===== config.mk =====
export PLATFORM = sky130hd
export DESIGN_NAME = datapath_controller
export DESIGN_NICKNAME = d
export VERILOG_FILES = /design/src/rtl/datapath_controller.sv
export SDC_FILE = /design/constraint.sdc
export NUM_CORES = 1
export LEC_CHECK = 0
export CORE_UTILIZATION = 41
export CTS_CLUSTER_DIAMETER = 80
export CTS_CLUSTER_SIZE = 28
export DETAILED_ROUTE_END_ITERATION = 7
export GPL_TIMING_DRIVEN = 0
export PLACE_DENSITY = 0.9
export REMOVE_ABC_BUFFERS = 1
export SETUP_SLACK_MARGIN = 0.4
export SLEW_MARGIN = 20
export SYNTH_ARGS = -nofsm -noshare
export SYNTH_HDL_FRONTEND = slang
export SYNTH_SLANG_ARGS = --single-unit

===== constraint.sdc =====
create_clock -name clk -period 3.35 [get_ports clk]
set_input_delay 0.8375 -clock clk [delete_from_list [all_inputs] [get_ports clk]]
set_output_delay 0.8375 -clock clk [all_outputs]
set_load 0.02 [all_outputs]

===== src/rtl/datapath_controller.sv =====
// Multi-cycle instruction sequencer for the register-bank/ALU datapath.
// Latches one instruction per handshake, decodes it, and walks IDLE->DECODE->EXECUTE->WRITEBACK.
module datapath_controller #(
  parameter int          DATA_W   = 16,
  parameter int          NUM_REGS = 16,
  parameter int          FLAG_W   = 5,
  parameter logic [3:0]  CMP_CODE = 4'hB
) (
  input  logic                        clk,
  input  logic                        reset,
  input  logic [15:0]                 instr,
  input  logic                        instr_valid,
  output logic                        instr_ready,
  input  logic [FLAG_W-1:0]           Flags_in,
  output logic [NUM_REGS-1:0]         wEnable,
  output logic [7:0]                  opcode,
  output logic [$clog2(NUM_REGS)-1:0] Rdest_select,
  output logic [$clog2(NUM_REGS)-1:0] Rsrc_select,
  output logic                        Imm_select,
  output logic [DATA_W-1:0]           Imm_in,
  output logic [FLAG_W-1:0]           psr,
  output logic                        done,
  output logic                        busy
);

  localparam int SEL_W = $clog2(NUM_REGS);

  typedef enum logic [1:0] {
    IDLE,
    DECODE,
    EXECUTE,
    WRITEBACK
  } state_t;

  state_t      state;
  state_t      state_next;
  logic [15:0] ir;
  logic [3:0]  ir_op;
  logic [3:0]  ir_ext;
  logic        is_reg_form;
  logic        is_cmp;
  logic        is_nop;
  logic        accept;

  assign ir_op       = ir[15:12];
  assign ir_ext      = ir[7:4];
  assign is_reg_form = (ir_op == 4'h0);
  assign is_nop      = (ir == 16'h0000);
  assign is_cmp      = is_reg_form ? (ir_ext == CMP_CODE) : (ir_op == CMP_CODE);
  assign accept      = (state == IDLE) && instr_valid;

  always_ff @(posedge clk or negedge reset) begin
    if (!reset) begin
      state <= IDLE;
    end else begin
      state <= state_next;
    end
  end

  // IR only changes on an accepted handshake, so the decode stays stable until the next accept.
  always_ff @(posedge clk or negedge reset) begin
    if (!reset) begin
      ir <= 16'h0000;
    end else if (accept) begin
      ir <= instr;
    end
  end

  // A NOP still completes its writeback slot but must leave the status register alone.
  always_ff @(posedge clk or negedge reset) begin
    if (!reset) begin
      psr <= '0;
    end else if ((state == WRITEBACK) && !is_nop) begin
      psr <= Flags_in;
    end
  end

  always_comb begin
    Rdest_select = ir[8 +: SEL_W];
    Rsrc_select  = ir[0 +: SEL_W];
    Imm_in       = {{(DATA_W-8){ir[7]}}, ir[7:0]};
    Imm_select   = is_reg_form;
    opcode       = is_reg_form ? {4'h0, ir_ext} : {ir_op, 4'h0};
  end

  always_comb begin
    state_next  = state;
    instr_ready = 1'b0;
    busy        = 1'b0;
    done        = 1'b0;
    wEnable     = '0;
    unique case (state)
      IDLE: begin
        instr_ready = 1'b1;
        if (instr_valid) begin
          state_next = DECODE;
        end
      end
      DECODE: begin
        busy       = 1'b1;
        state_next = EXECUTE;
      end
      EXECUTE: begin
        busy       = 1'b1;
        state_next = WRITEBACK;
      end
      WRITEBACK: begin
        busy       = 1'b1;
        done       = 1'b1;
        state_next = IDLE;
        // Compares only set flags; a NOP writes nothing.
        if (!is_cmp && !is_nop) begin
          wEnable = NUM_REGS'(1) << Rdest_select;
        end
      end
      default: begin
        state_next = IDLE;
      end
    endcase
  end

endmodule


==> summary.md, run 1 <==
| Metric | Value |
|---|---|
| Hold_buf cts | 0 |
| Port bufs | 80 |
| Routed Antenna Nets | 0 |
| Final Setup Violations | 0 |
| Initial antenna violation count | 0 |
| Clock buffer depth | 2 |
| IO Count | 81 |
| Slew headroom | 54.59% |
| Die width | 60.46 µm |
| CP Capture Type | primary output |
| Sequential share of the synthesized area | 41.07% |
| Post-Syn Area | 0.001401 mm² |
| Mapped Cells | 129 |
| Wire per inst | 14.88 µm |
| Worst setup SP type | register |
| Status | completed |
| Antenna diode count | 0 |
| Met3 Use GR | 8.102% |
| Reg-to-reg startpoint | state[0] |
| Starting DRT DRC Count | 50 |
| Yosys warning total | 0 |
| RSZ-0062 raised after global routing | true |
| Clock transition at path regs | 120 ps |
| Final period util | 85.88% |
| GR met1 Demand/Resource | 17.65% |
| Share of layout cells above drive strength 1 | 26.37% |
| Clock Skews | 0.8640 ps |
| H-tree levels | 1 |
| Worst Hold Class | in -> async |
| Vias after detailed routing | 1142 |
| Largest net degree at the start of global routing | 24 |
| Commonest non-fill, non-tap cells in the layout | clkdlybuf4s50_1, mux2_2, dfrtp_1 |
| Detail Placement HPWL | 2.566 mm |
| Reg2reg path depth | 4 |
| Crit path kind | reg -> out |
| Mean cell area of the mapped netlist | 10.86 µm² |
| Area grow syn2layout | 46.34% |
| CTS tree | built |
| # rows | 20 |
| Reg2reg end | ir[7] |
| Vias in the first global route | 1129 |
| Gr busiest metal | met2 |
| Total global-route track usage | 18.37% |
| GRT overflow | 0 |
| Root Buffer | clkbuf_4 |
| Vias per inst | 5.053 |
| Post-route core utilization | 65.04% |
| Arr. time, crit path | 2040 ps |
| Clk Latency, worst-skew pair | 300 ps |
| R2R setup slack | 1550 ps |
| Die Height | 60.46 µm |
| Pins Over Slew Limit | 0 |
| Drt drc | 0 |
| Leakage | 0.9275 nW |
| Total Die Area | 0.003655 mm² |
| Count of different cell masters after synthesis | 24 |
| CTS sink cnt | 23 |
| Worst path required time | 2510 ps |
| Total wire length | 3.364 mm |
| Hold slack final | 489.8 ps |
| Inserted Clock Buffers | 3 |
| M2 GR Usage | 36.26% |
| Maximum clock frequency | 0.3476 GHz |
| First-pass GRT wire length | 4.954 mm |
| Max_cap viols | 0 |
| Most common cell after layout, fill and taps aside | clkdlybuf4s50_1 |
| Power density over the cells | 1022 mW/mm² |
| Fin nets | 211 |
| Core Area | 0.003153 mm² |
| Max IR drop VDD | 0.0005024 V |
| Slew of the pin with the lowest slew margin | 679.5 ps |
| Post-synthesis register bit count | 23 |
| Minimum clock period | 2877 ps |
| Starting Density | 44.44% |
| Worst setup path start | ir[15] |
| Max FO, Critical Path | 16 |
| GPL Wtd Cong | 0.6736 |
| Drt pass-1 iters | 4 |
| Final-report hold violation count | 0 |
==> area by class of cell <==
class | count | area [µm²]
flip-flops and latches | 23 | 579.3
repair buffers | 83 | 792.0
well taps | 44 | 55.05
fillers | 267 | 1102
multi-input cells | 68 | 583.1
inverters | 4 | 15.01
clock buffers | 4 | 26.28
==> worst max-delay path by stage <==
stage	to	slack [ps]	depth (start not counted)
3_3_place_gp	wEnable[13]	190	5
2_1_floorplan	wEnable[0]	-140	3
3_5_place_dp	wEnable[13]	110	5
6_report	wEnable[15]	470	6
5_1_grt	wEnable[14]	340	6
4_1_cts	wEnable[13]	190	6
==> metal layers <==
metal	up-vias	part of all wire [%]	wire (µm)
met3	2	12	403
met2	71	50	1695
met4	0	0.56	19
li1	528	-	-
met5	-	0	0
met1	541	37	1245
==> registers in the layout, indices dropped and copies added, names as in the netlist <==
register,flops
ir,16
state,2
psr,5
==> Yosys cell counts, drive strengths merged <==
cell type	count	area [µm²]
a21oi	1	5.000
a311o	1	10.01
a32oi	1	16.27
and2	4	30.03
buf	25	191.4
clkbuf	8	32.53
dfrtp	23	575.6
dlygate4sd3	1	10.01
ha	4	50.05
inv	4	15.01
mux2	21	236.5
nand2	4	15.01
nand2b	4	25.02
nand4	1	6.260
nor2	3	11.26
nor3	9	45.04
nor4	11	83.83
nor4b	1	8.760
o21ai	1	5.000
o31ai	2	28.78
==> stage by stage <==
step	cell area [µm²]	TNS, ps	total power, mW	setup slack (ps)	instances
after floorplan	1167	-421.8	1.297	-139.0	95
after global placement	2023	0	1.887	188.8	219
after detailed placement	2023	0	1.948	106.9	219
after CTS	2058	0	2.103	187.4	225
after global routing	2051	0	2.236	337.0	226
final	2051	0	2.095	472.9	226
==> critical path: stages (launching register included) <==
cell and delay [ps]:
dfrtp_1 450, nor4_4 330, a32oi_2 160, o31ai_4 230
buf_12 180, nor3_1 60, dlygate4sd2_1 320
==> where the power goes <==
part	switching (mW)	total (mW)	internal, mW	leakage (nW)
combinational	0.662	1.34	0.678	0.645
sequential	0.205	0.630	0.425	0.268
clock	0.0781	0.124	0.0464	0.0150
==> logic make-up (layout without fill, tap and decap cells) <==
family	Yosys count	in the layout	synth area share (%)
buffers and inverters	38	91	17.77
DFF	23	23	41.07
AOI/OAI and AO/OA	6	6	4.643
muxes	21	21	16.88
and+or+nand+nor	37	37	16.07
adders and majority gates	4	4	3.572
==> repair_timing <==
item,CTS,global route
pin swaps,2,2
resized for setup,15,37
endpoints found under the hold margin,0,0
cloned,0,0
endpoints found under the setup margin,16,20
setup buffers,2,1
Power figures use the tool's default switching activity.
==> run 2: changes to the inputs <==
CELL_PAD_IN_SITES_DETAIL_PLACEMENT = 0   (was default)
CELL_PAD_IN_SITES_GLOBAL_PLACEMENT = 2   (was default)
CORE_UTILIZATION = 23   (was 41)
PLACE_DENSITY = 0.88   (was 0.9)
REMOVE_ABC_BUFFERS = default   (was 1)
==> run 2 against run 1 <==
Power increased by 14%; first-iteration DRC count decreased by 18%; final cell count increased by 31%; die area increased by 75%; global-route usage decreased by 7.2 points; fmax increased by 0.55%; via count increased by 7.4%; highest routed layer unchanged.
==> summary.md, run 2 (synthesis gave the netlist of run 1 again) <==
| Metric | Value |
|---|---|
| Status | completed (unchanged) |
| First-pass GRT wire length | 5.513 mm (was 4.954 mm) |
| Slew headroom | 60.69% (was 54.59%) |
| Setup TNS after final layout | 0 ps (unchanged) |
| Reg2reg path depth | 5 (was 4) |
| Total wire length | 3.441 mm (was 3.364 mm) |
| Design Power | 2.398 mW (was 2.095 mW) |
| Fin nets | 249 (was 211) |
| Area grow syn2layout | 66.52% (was 46.34%) |
| Clock buffer depth | 2 (unchanged) |
| Max IR drop VDD | 0.0005251 V (was 0.0005024 V) |
| Minimum clock period | 2861 ps (was 2877 ps) |
| Final period util | 85.41% (was 85.88%) |
| Clock Skews | 4.934 ps (was 0.8640 ps) |
| Max_cap viols | 0 (unchanged) |
| Inserted Clock Buffers | 3 (unchanged) |
| Worst Hold Class | reg -> reg (was in -> async) |
| Hold slack final | 511.2 ps (was 489.8 ps) |
| Final-report hold violation count | 0 (unchanged) |
| Final Setup Violations | 0 (unchanged) |
| Wire per inst | 11.66 µm (was 14.88 µm) |
| Core Area | 0.005886 mm² (was 0.003153 mm²) |
| Vias in the first global route | 1163 (was 1129) |
| H-tree levels | 1 (unchanged) |
| Share of layout cells above drive strength 1 | 36.82% (was 26.37%) |
| Max FO, Critical Path | 3 (was 16) |
| Detail Placement HPWL | 2.680 mm (was 2.566 mm) |
| Worst setup SP type | register (unchanged) |
| Commonest non-fill, non-tap cells in the layout | clkdlybuf4s50_1, buf_4, mux2_2 (was clkdlybuf4s50_1, mux2_2, dfrtp_1) |
| Max reg flops | 16 (unchanged) |
| CP Capture Type | primary output (unchanged) |
| RSZ-0062 raised after global routing | true (unchanged) |
| Routed Antenna Nets | 0 (unchanged) |
| CTS sink cnt | 23 (unchanged) |
| Die width | 80.06 µm (was 60.46 µm) |
| Clock transition at path regs | 80 ps (was 120 ps) |
| Initial antenna violation count | 0 (unchanged) |
| GPL Wtd Cong | 0.7519 (was 0.6736) |
| Slew of the pin with the lowest slew margin | 589.7 ps (was 679.5 ps) |
| Hold depth | 1 |
| Starting Density | 23.81% (was 44.44%) |
| Biggest regs | ir: 16 flops, psr: 5 flops, state: 2 flops (unchanged) |
| Maximum clock frequency | 0.3495 GHz (was 0.3476 GHz) |
| Root Buffer | clkbuf_8 (was clkbuf_4) |
| Total global-route track usage | 11.16% (was 18.37%) |
| Design area | 0.002333 mm² (was 0.002051 mm²) |
| Leakage | 0.9904 nW (was 0.9275 nW) |
| DP Area | 0.002296 mm² (was 0.002023 mm²) |
| GRT overflow | 0 (unchanged) |
| Most common cell after layout, fill and taps aside | clkdlybuf4s50_1 (unchanged) |
| Starting DRT DRC Count | 41 (was 50) |
| Clk Latency, worst-skew pair | 260 ps (was 300 ps) |
| Crit path kind | reg -> out (unchanged) |
| Total Die Area | 0.006409 mm² (was 0.003655 mm²) |
| Antenna diode count | 0 (unchanged) |
| Die Height | 80.06 µm (was 60.46 µm) |
| Hold_buf cts | 0 (unchanged) |
| CTS tree | built (unchanged) |
| Pins Over Slew Limit | 0 (unchanged) |
| Vias per inst | 4.156 (was 5.053) |
| Port bufs | 80 (unchanged) |
| # rows | 28 (was 20) |
| Power density over the cells | 1028 mW/mm² (was 1022 mW/mm²) |
| Arr. time, crit path | 2020 ps (was 2040 ps) |
| Worst path required time | 2510 ps (about the same) |
| Largest net degree at the start of global routing | 24 (unchanged) |
| Vias after detailed routing | 1226 (was 1142) |
| Drt drc | 0 (unchanged) |
| Synthesized Nets | 157 |
| Reg with most FFs | ir (unchanged) |
| Drt pass-1 iters | 4 (unchanged) |
| IO Count | 81 (unchanged) |
-- run 2: cell types whose count changed in the layout (fill, tap and decap cells not counted), moves of 2 or more --
cell and delta:
dlymetal6s2s_1 -5, dlygate4sd2_1 -3, clkbuf_2 +5, buf_4 +28, clkbuf_8 +3, buf_6 +2
clkbuf_4 -3, clkdlybuf4s50_1 +4, clkbuf_1 +6
-- run 2: timing repair --
action / CTS / global route
resized for setup: 20 / 38
hold endpoints to repair: 0 / 0
setup endpoints to repair: 16 / 14
pin swaps: 2 / 2
setup buffers: 5 / 2
-- run 2: final timing paths --
path | startpoint | endpoint | slack [ps]
max in group asynchronous | reset | ir[7] | 2420
worst max-delay path | ir[15] | wEnable[5] | 490
worst min-delay path | psr[4] | psr[4] | 510
min in group asynchronous | reset | ir[1] | 550
worst max register to register | state[0] | ir[9] | 1360
worst min register to register | psr[4] | psr[4] | 510
-- run 2: critical path, cell delays in order, from the launching register on --
cell and delay (ps):
dfrtp_1 430, nor4_4 320, a32oi_2 160, o31ai_4 320, buf_4 160, nor4_1 40
dlygate4sd2_1 340
-- run 2: final cells by class --
class	instances	area (µm²)
timing repair buffer	87	789.5
clock buffer	4	45.04
fill	625	3552
buffer	34	234.0
sequential	23	579.3
tap	75	93.84
multi-input combinational	68	576.8
inverter	4	15.01
-- run 2: power breakdown --
group | total, mW | leakage [nW] | internal (mW) | switching, mW
logic | 1.65 | 0.700 | 0.901 | 0.750
clock network | 0.172 | 0.0228 | 0.0848 | 0.0871
registers | 0.575 | 0.268 | 0.427 | 0.148
-- run 2: per-stage QoR --
| step | util [%] | setup WS [ps] | std cells |
|---|---|---|---|
| global placement | 39.01 | 234.2 | 284 |
| global route | 39.65 | 383.1 | 295 |
| detailed placement | 39.01 | 234.7 | 284 |
| floorplan | - | 755.9 | 129 |
| finish | 39.65 | 488.6 | 295 |
| CTS | 40.16 | 354.5 | 293 |
-- run 2: per-layer routing --
metal / part of all wire (%) / global-route usage (%) / vias to the layer above
met1: 44 / 13.79 / 576
met4: 0.23 / 1.607 / 0
li1: - / - / 606
met3: 6.3 / 3.182 / 2
met2: 50 / 19.57 / 42
met5: 0 / 0 / -
